===== src/rtl/frame_sequencer.sv =====
// rtl/frame_sequencer.sv - APU frame counter producing quarter/half-frame strobes and the frame IRQ
//
// Purpose:
//   Divides clk into sequencer steps of STEP_TICKS cycles. The 4-step or 5-step
//   schedule chooses which steps emit the quarter-frame strobe (enable_240hz) and
//   the half-frame strobe (enable_120hz). In 4-step mode, step 3 raises the sticky
//   frame IRQ. A $4017 write is signalled by a toggle on reg_change. That toggle is
//   synchronised, and it then restarts the schedule with the newly written mode.
//
// Configuration:
//   FRAME_IRQ_EN defined   : frame_irq, the inhibit bit reg_4017[6] and irq_ack are built.
//   FRAME_IRQ_EN undefined : frame_irq is tied 0; irq_ack and reg_4017[6] are ignored.
//
// Ports:
//   clk           in   system clock, APU rate
//   rst           in   asynchronous active-high reset
//   reg_4017[7:0] in   [7]=mode (0: 4-step, 1: 5-step), [6]=IRQ inhibit
//   reg_change    in   toggles once per $4017 write, asynchronous to clk
//   irq_ack       in   one-clk pulse that clears frame_irq
//   enable_240hz  out  quarter-frame strobe, one clk wide
//   enable_120hz  out  half-frame strobe, one clk wide
//   frame_irq     out  sticky frame interrupt flag
module frame_sequencer #(
  parameter int STEP_TICKS = 7457
) (
  input  logic       clk,
  input  logic       rst,
  input  logic [7:0] reg_4017,
  input  logic       reg_change,
  input  logic       irq_ack,
  output logic       enable_240hz,
  output logic       enable_120hz,
  output logic       frame_irq
);

  localparam int DIV_W = (STEP_TICKS > 1) ? $clog2(STEP_TICKS) : 1;
  localparam logic [DIV_W-1:0] DIV_LAST = DIV_W'(STEP_TICKS - 1);
  localparam logic [DIV_W-1:0] DIV_ONE  = DIV_W'(1);

  typedef enum logic [2:0] {
    STEP0 = 3'd0,
    STEP1 = 3'd1,
    STEP2 = 3'd2,
    STEP3 = 3'd3,
    STEP4 = 3'd4
  } step_e;

  logic             sync1_q, sync1_d;
  logic             sync2_q, sync2_d;
  logic             sync3_q, sync3_d;
  logic             reload_q, reload_d;
  logic [DIV_W-1:0] div_q, div_d;
  step_e            step_q, step_d;
  logic             mode_q, mode_d;
  logic             en240_q, en240_d;
  logic             en120_q, en120_d;
  logic             terminal;
  logic             irq_set;

  always_ff @(posedge clk or posedge rst) begin
    if (rst) begin
      sync1_q  <= 1'b0;
      sync2_q  <= 1'b0;
      sync3_q  <= 1'b0;
      reload_q <= 1'b0;
      div_q    <= '0;
      step_q   <= STEP0;
      mode_q   <= 1'b0;
      en240_q  <= 1'b0;
      en120_q  <= 1'b0;
    end else begin
      sync1_q  <= sync1_d;
      sync2_q  <= sync2_d;
      sync3_q  <= sync3_d;
      reload_q <= reload_d;
      div_q    <= div_d;
      step_q   <= step_d;
      mode_q   <= mode_d;
      en240_q  <= en240_d;
      en120_q  <= en120_d;
    end
  end

  always_comb begin
    // sync1/sync2 form the synchroniser; sync3 holds the previous synchronised
    // level, so a difference between sync2 and sync3 marks exactly one write.
    sync1_d  = reg_change;
    sync2_d  = sync1_q;
    sync3_d  = sync2_q;
    reload_d = sync2_q ^ sync3_q;

    div_d    = div_q;
    step_d   = step_q;
    mode_d   = mode_q;
    en240_d  = 1'b0;
    en120_d  = 1'b0;
    irq_set  = 1'b0;
    terminal = (div_q == DIV_LAST);

    if (reload_q) begin
      // A write restarts the schedule. A step event due on the same edge is dropped.
      mode_d = reg_4017[7];
      div_d  = '0;
      step_d = STEP0;
      if (reg_4017[7]) begin
        en240_d = 1'b1;
        en120_d = 1'b1;
      end
    end else begin
      div_d = terminal ? '0 : div_q + DIV_ONE;
      if (terminal) begin
        case (step_q)
          STEP0, STEP2: en240_d = 1'b1;
          STEP1, STEP4: begin
            en240_d = 1'b1;
            en120_d = 1'b1;
          end
          STEP3: begin
            // Step 3 is silent in 5-step mode.
            if (!mode_q) begin
              en240_d = 1'b1;
              en120_d = 1'b1;
              irq_set = 1'b1;
            end
          end
          default: ;
        endcase
        case (step_q)
          STEP0:   step_d = STEP1;
          STEP1:   step_d = STEP2;
          STEP2:   step_d = STEP3;
          STEP3:   step_d = mode_q ? STEP4 : STEP0;
          default: step_d = STEP0;
        endcase
      end
    end
  end

  assign enable_240hz = en240_q;
  assign enable_120hz = en120_q;

`ifdef FRAME_IRQ_EN
  logic inhibit_q, inhibit_d;
  logic irq_q, irq_d;

  always_ff @(posedge clk or posedge rst) begin
    if (rst) begin
      inhibit_q <= 1'b0;
      irq_q     <= 1'b0;
    end else begin
      inhibit_q <= inhibit_d;
      irq_q     <= irq_d;
    end
  end

  // Priority, lowest to highest: ack clear, step-3 set, reload-with-inhibit clear.
  always_comb begin
    inhibit_d = inhibit_q;
    irq_d     = irq_q;
    if (reload_q) inhibit_d = reg_4017[6];
    if (irq_ack) irq_d = 1'b0;
    if (irq_set && !inhibit_q) irq_d = 1'b1;
    if (reload_q && reg_4017[6]) irq_d = 1'b0;
  end

  assign frame_irq = irq_q;
`else
  logic unused_irq;
  assign unused_irq = ^{irq_ack, reg_4017[6], irq_set};
  assign frame_irq  = 1'b0;
`endif

endmodule


===== config.mk =====
export PLATFORM = sky130hd
export DESIGN_NAME = frame_sequencer
export DESIGN_NICKNAME = d
export VERILOG_FILES = /design/src/rtl/frame_sequencer.sv
export SDC_FILE = /design/constraint.sdc
export NUM_CORES = 1
export LEC_CHECK = 0
export ABC_AREA = 1
export CAP_MARGIN = 20
export CORE_MARGIN = 5
export CORE_UTILIZATION = 40
export DETAILED_ROUTE_END_ITERATION = 10
export PLACE_DENSITY_LB_ADDON = 0.08
export SLEW_MARGIN = 5
export SYNTH_ARGS = -nofsm -noshare
export SYNTH_HDL_FRONTEND = slang
export SYNTH_SLANG_ARGS = --single-unit

===== constraint.sdc =====
create_clock -name clk -period 3.9 [get_ports clk]
set_input_delay 0.975 -clock clk [delete_from_list [all_inputs] [get_ports clk]]
set_output_delay 0.975 -clock clk [all_outputs]
set_load 0.005 [all_outputs]

==> results of run 1 <==
==> through the flow <==
stage | setup WS [ps] | power [mW] | hold WS, ps | util (%) | instance area [um2]
after detailed placement | 1780 | 0.310 | 344 | 43.5 | 1310
final | 1760 | 0.417 | 369 | 44.4 | 1330
after floorplan | 2490 | 0.295 | 331 | - | 1240
after global routing | 1680 | 0.442 | 393 | 44.4 | 1330
after global placement | 1810 | 0.308 | 350 | 43.5 | 1310
after CTS | 1740 | 0.425 | 377 | 44.4 | 1330
==> cell families (layout without fill, tap and decap cells) <==
family,after synthesis,count (layout),share of synthesized area [%]
adder cells (fa/ha/maj),2,2,2.02
flip-flops,23,23,46.5
other,1,1,0.303
XOR/XNOR,4,4,2.83
buffers and inverters,26,31,8.69
AO/OA/AOI/OAI,5,5,2.42
AND/OR/NAND/NOR,106,106,37.3
==> area by class of cell <==
| cell class | count | area share, % |
|---|---|---|
| Clock inverter | 1 | 0.376 |
| Clock buffer | 3 | 1.69 |
| Timing Repair Buffer | 5 | 3.76 |
| Inverter | 22 | 6.20 |
| Tap cell | 33 | 3.10 |
| Multi-Input combinational cell | 118 | 41.7 |
| Sequential cell | 23 | 43.2 |
==> state kept, by name (all words and copies together) (netlist names) <==
register,cells
enable_240hz,1
sync3_q,1
enable_120hz,1
sync2_q,1
sync1_q,1
reload_q,1
mode_q,1
step_q,3
div_q,13
==> cell usage in the layout, fill, tap and decap left out, drive strengths merged, types with 2 or more instances in the layout <==
cell type      instances
dfrtp                 23
clkdlybuf4s50          5
nand3                 24
nand4                  2
nor2                  36
nand2                 41
o21ai                  3
inv                   22
ha                     2
xor2                   3
nor3                   3
clkbuf                 3
==> power by group <==
part	switching, mW	internal, mW	leakage, nW	total [mW]
clock network	0.0748	0.0383	0.0177	0.113
logic	0.0271	0.0169	0.291	0.0440
registers	0.0111	0.249	0.306	0.260
total	0.113	0.304	0.614	0.417
==> layer usage <==
layer	vias up	global-route usage (%)	wire [um]
li1	523	-	-
met1	466	16.5	1150
met2	11	20.8	1130
met3	2	2.56	44
met4	0	4.66	18
met5	-	0	0
==> worst max path at each step <==
stage | endpoint | from
6_report | enable_240hz | enable_240hz
5_1_grt | enable_120hz | enable_120hz
4_1_cts | enable_120hz | enable_120hz
3_5_place_dp | step_q[1] | rst
3_3_place_gp | div_q[10] | rst
2_1_floorplan | div_q[0] | rst
==> flow_summary.yaml, run 1 <==
status:
  status: "completed"
min_path:
  min_delay_path_depth: 0
  holdCritPathClass: "reg2reg"
  min-delay-start: "sync1_q"
  whs_endpoint: "sync2_q"
routing:
  wl_mm: 2.35
  drt_iter0_markers: 38
  vias: 1002
  viasPerCell: 4.89
  detail-route-antenna-nets: 0
  post_drt_wl_per_cell_um: 11.4
  dr.pass1.iters: 4
  drc: 0
finish:
  multi_input_area_um2: 556
  seqCellArea_um2: 576
  diodes: 0
  drive_gt1_share_pct: 6.40
  instances_no_fill: 205
  area_growth_pct: 7.58
  nets: 187
  n_fill_cell: 308
worst_setup_path:
  worstRegToRegCells: 8
  cp_slowest_cell: "clkdlybuf4s50_1"
  cp-start-kind: "register"
  critPathMaxFanout: 1
  timing.rr.end: "enable_120hz"
  worstSetupPathDepth: 1
  crit_arrival_ps: 1160
  critical-path-top-delay-family: "buffers and inverters"
  worstReg2RegStart: "div_q[0]"
  critPathMaxStageDelay_ps: 500
  cp.required_ps: 2920
  path_cells: "clkdlybuf4s50_1"
  rrSetupSlack_ps: 2420
  path_class: "reg2out"
  worstSetupEndpointType: "primary output"
  path_buf_inv: 1
timing:
  setup_violations: 0
  slew_headroom_pct: 41.6
  clock-skew-final_ps: 6.19
  timing.fmax_mhz: 467
  fin_setup_tns_ps: 0
  slew_violations: 0
  hold_viol_final: 0
  fin_crit_sh_pct: 54.9
  rsz0062_at_grt: "no"
  finalCriticalPeriod_ps: 2140
  worst_pin_slew_ps: 875
floorplanning:
  die_h_um: 65.7
  io_pins: 15
  die-area_um2: 4310
  core_um2: 3000
  rows: 20
  die_w_um: 65.7
  start_util_pct: 41.3
yosys:
  synth_ff_type: "dfrtp_1"
  netlist_instances: 167
  async_reset_ff_share_pct: 100
  yosysUniqueCellTypes: 20
  yosysTopAreaCell: "dfrtp_1"
  ys_ff_latch: 23
  syn_nets: 181
  seq_area_frac_synth_pct: 46.5
  synthesis.area_um2: 1240
  synth_edf_count: 0
  synth_area_per_cell_um2: 7.42
  yosys-top-cells-count: "nand2_1 (39), nor2_1 (32), nand3_1 (24), dfrtp_1 (23), inv_1 (22)"
  yosysWarnings: 0
  yosysTopAreaCellShare_pct: 46.5
  synth_area_leaders: "dfrtp_1 (46%), nand2_1 (12%), nand3_1 (9.7%)"
  yosysMostFrequentCell: "nand2_1"
place:
  io_buffers: 5
  finalWeightedCongestion: 0.805
  dpl.hpwl_mm: 1.73
  placedCellCount: 201
global_route:
  grt_pass1_vias: 947
  grt_pass1_wl_mm: 4.23
  grt.total_usage_pct: 12.7
  grt_max_degree: 24
  antenna_found_initial: 0
  grt_overflow_total: 0
clock_network:
  cts_resized: 0
  holdBufCountCts: 0
  clock_path_buffers: 2
  cts_tree: "yes"
  post_cts_buffers: 0
  cts.root.buffer_cell: "clkbuf_4"
  htree_levels: 1
  cts_made_buffers: 3
  clk_latency_ps: 310
  path_clk_slew_ps: 130
  cts.sinks: 23
power:
  ir_drop_v: 0.000200
  power.density_nw_per_um2: 313
  leakage_nw: 0.614
job:
  maxCapViolations: 0
Note: power is estimated with default switching activity, not from simulation.
==> run 2, diff against run 1 <==
==> constraint.sdc (replaced) <==
create_clock -name clk -period 1.98 [get_ports clk]
set_input_delay 0.495 -clock clk [delete_from_list [all_inputs] [get_ports clk]]
set_output_delay 0.495 -clock clk [all_outputs]
set_load 0.005 [all_outputs]
==> run 2 against run 1 <==
Effect of this change:
- clock skew is 8.9 ps higher
- global-route usage is essentially flat
- clock power up 100%
- sequential share of layout area is 0.56 points lower
- highest routed layer unchanged
==> flow_summary.yaml, run 2 (synthesized netlist as in run 1, its figures left out) <==
status:
  status: "completed"
clock_network:
  clk_latency_ps: 320
  cts_resized: 0
  path_clk_slew_ps: 150
  cts_made_buffers: 3
  cts.sinks: 23
  clock_path_buffers: 2
  post_cts_buffers: 0
  holdBufCountCts: 0
  htree_levels: 1
  cts_tree: "yes"
  cts.root.buffer_cell: "clkbuf_4"
worst_setup_path:
  critPathMaxStageDelay_ps: 500
  path_buf_inv: 1
  critPathMaxFanout: 1
  critical-path-top-delay-family: "buffers and inverters"
  path_class: "reg2out"
  cp.required_ps: 1480
  cp_slowest_cell: "clkdlybuf4s50_1"
  worstSetupEndpointType: "primary output"
  path_cells: "clkdlybuf4s50_1"
  cp-start-kind: "register"
  crit_arrival_ps: 1180
job:
  maxCapViolations: 0
routing:
  vias: 1020
  post_drt_wl_per_cell_um: 11.5
  drt_iter0_markers: 46
  drc: 0
  viasPerCell: 4.93
  wl_mm: 2.37
  dr.pass1.iters: 4
  detail-route-antenna-nets: 0
floorplanning:
  io_pins: 15
  core_um2: 3000
  die-area_um2: 4310
  start_util_pct: 41.3
  die_h_um: 65.7
  die_w_um: 65.7
  rows: 20
finish:
  largest_register_ffs: 13
  top_register: "div_q"
  top_regs: "div_q: 13 flops, step_q: 3 flops"
  n_fill_cell: 318
  final_cell_mix: "nand2_1 (39), nor2_1 (32), nand3_1 (24)"
  seqCellArea_um2: 576
  drive_gt1_share_pct: 7.47
  area_growth_pct: 8.99
  nets: 189
  multi_input_area_um2: 556
  instances_no_fill: 207
  diodes: 0
  mostFrequentLayoutCell: "nand2_1"
place:
  finalWeightedCongestion: 0.800
  dpl.hpwl_mm: 1.79
  place_ws_ps: 533
  io_buffers: 5
  placedCellCount: 203
timing:
  rsz0062_at_grt: "no"
  clock-skew-final_ps: 15.1
  fin_crit_sh_pct: 84.8
  hold_viol_final: 0
  setup_violations: 0
  timing.fmax_mhz: 596
  fin_setup_tns_ps: 0
  slew_violations: 0
  fin_ws_ps: 302
  finalCriticalPeriod_ps: 1680
global_route:
  grt_pass1_wl_mm: 4.20
  grt_pass1_vias: 991
  antenna_found_initial: 0
  grt.total_usage_pct: 12.7
  grt_overflow_total: 0
  grt_max_degree: 15
min_path:
  holdCritPathClass: "reg2reg"
power:
  power.density_nw_per_um2: 616
  leakage_nw: 0.620
  ir_drop_v: 0.000282
## run 2: area by class of cell
type | instances | share of cell area [%]
clock inverters | 1 | 0.556
clock buffers | 3 | 1.67
well taps | 33 | 3.06
inverters | 22 | 6.12
flip-flops and latches | 23 | 42.6
repair buffers | 7 | 4.82
multi-input cells | 118 | 41.1
## run 2: path summary, 6_finish.rpt
path,start,endpoint,slack (ps),depth (start not counted)
max,enable_240hz,enable_240hz,300,1
min,sync1_q,sync2_q,380,0
max reg2reg,div_q[0],step_q[1],520,8
min reg2reg,sync1_q,sync2_q,380,0
max in group asynchronous,rst,div_q[11],1320,3
min in group asynchronous,rst,reload_q,440,3
## run 2: through the flow
stage	utilization [%]	hold slack, ps	area, um2	power (mW)
floorplan	-	331	1240	0.581
global placement	44.0	351	1320	0.610
detailed placement	44.0	339	1320	0.613
CTS	45.0	382	1350	0.851
global route	45.0	391	1350	0.886
finish	45.0	379	1350	0.832
## run 2: where the power goes
| part | internal (mW) | switching, mW |
|---|---|---|
| clock | 0.0771 | 0.154 |
| sequential | 0.491 | 0.0219 |
| combinational | 0.0358 | 0.0525 |
## run 2: metal layers
layer	part of all wire (%)	track usage, %	up-vias
met5	0	0	-
met4	0.80	4.92	0
met3	2.7	2.91	2
met2	50	22.0	10
met1	46	15.1	481
li1	-	-	527
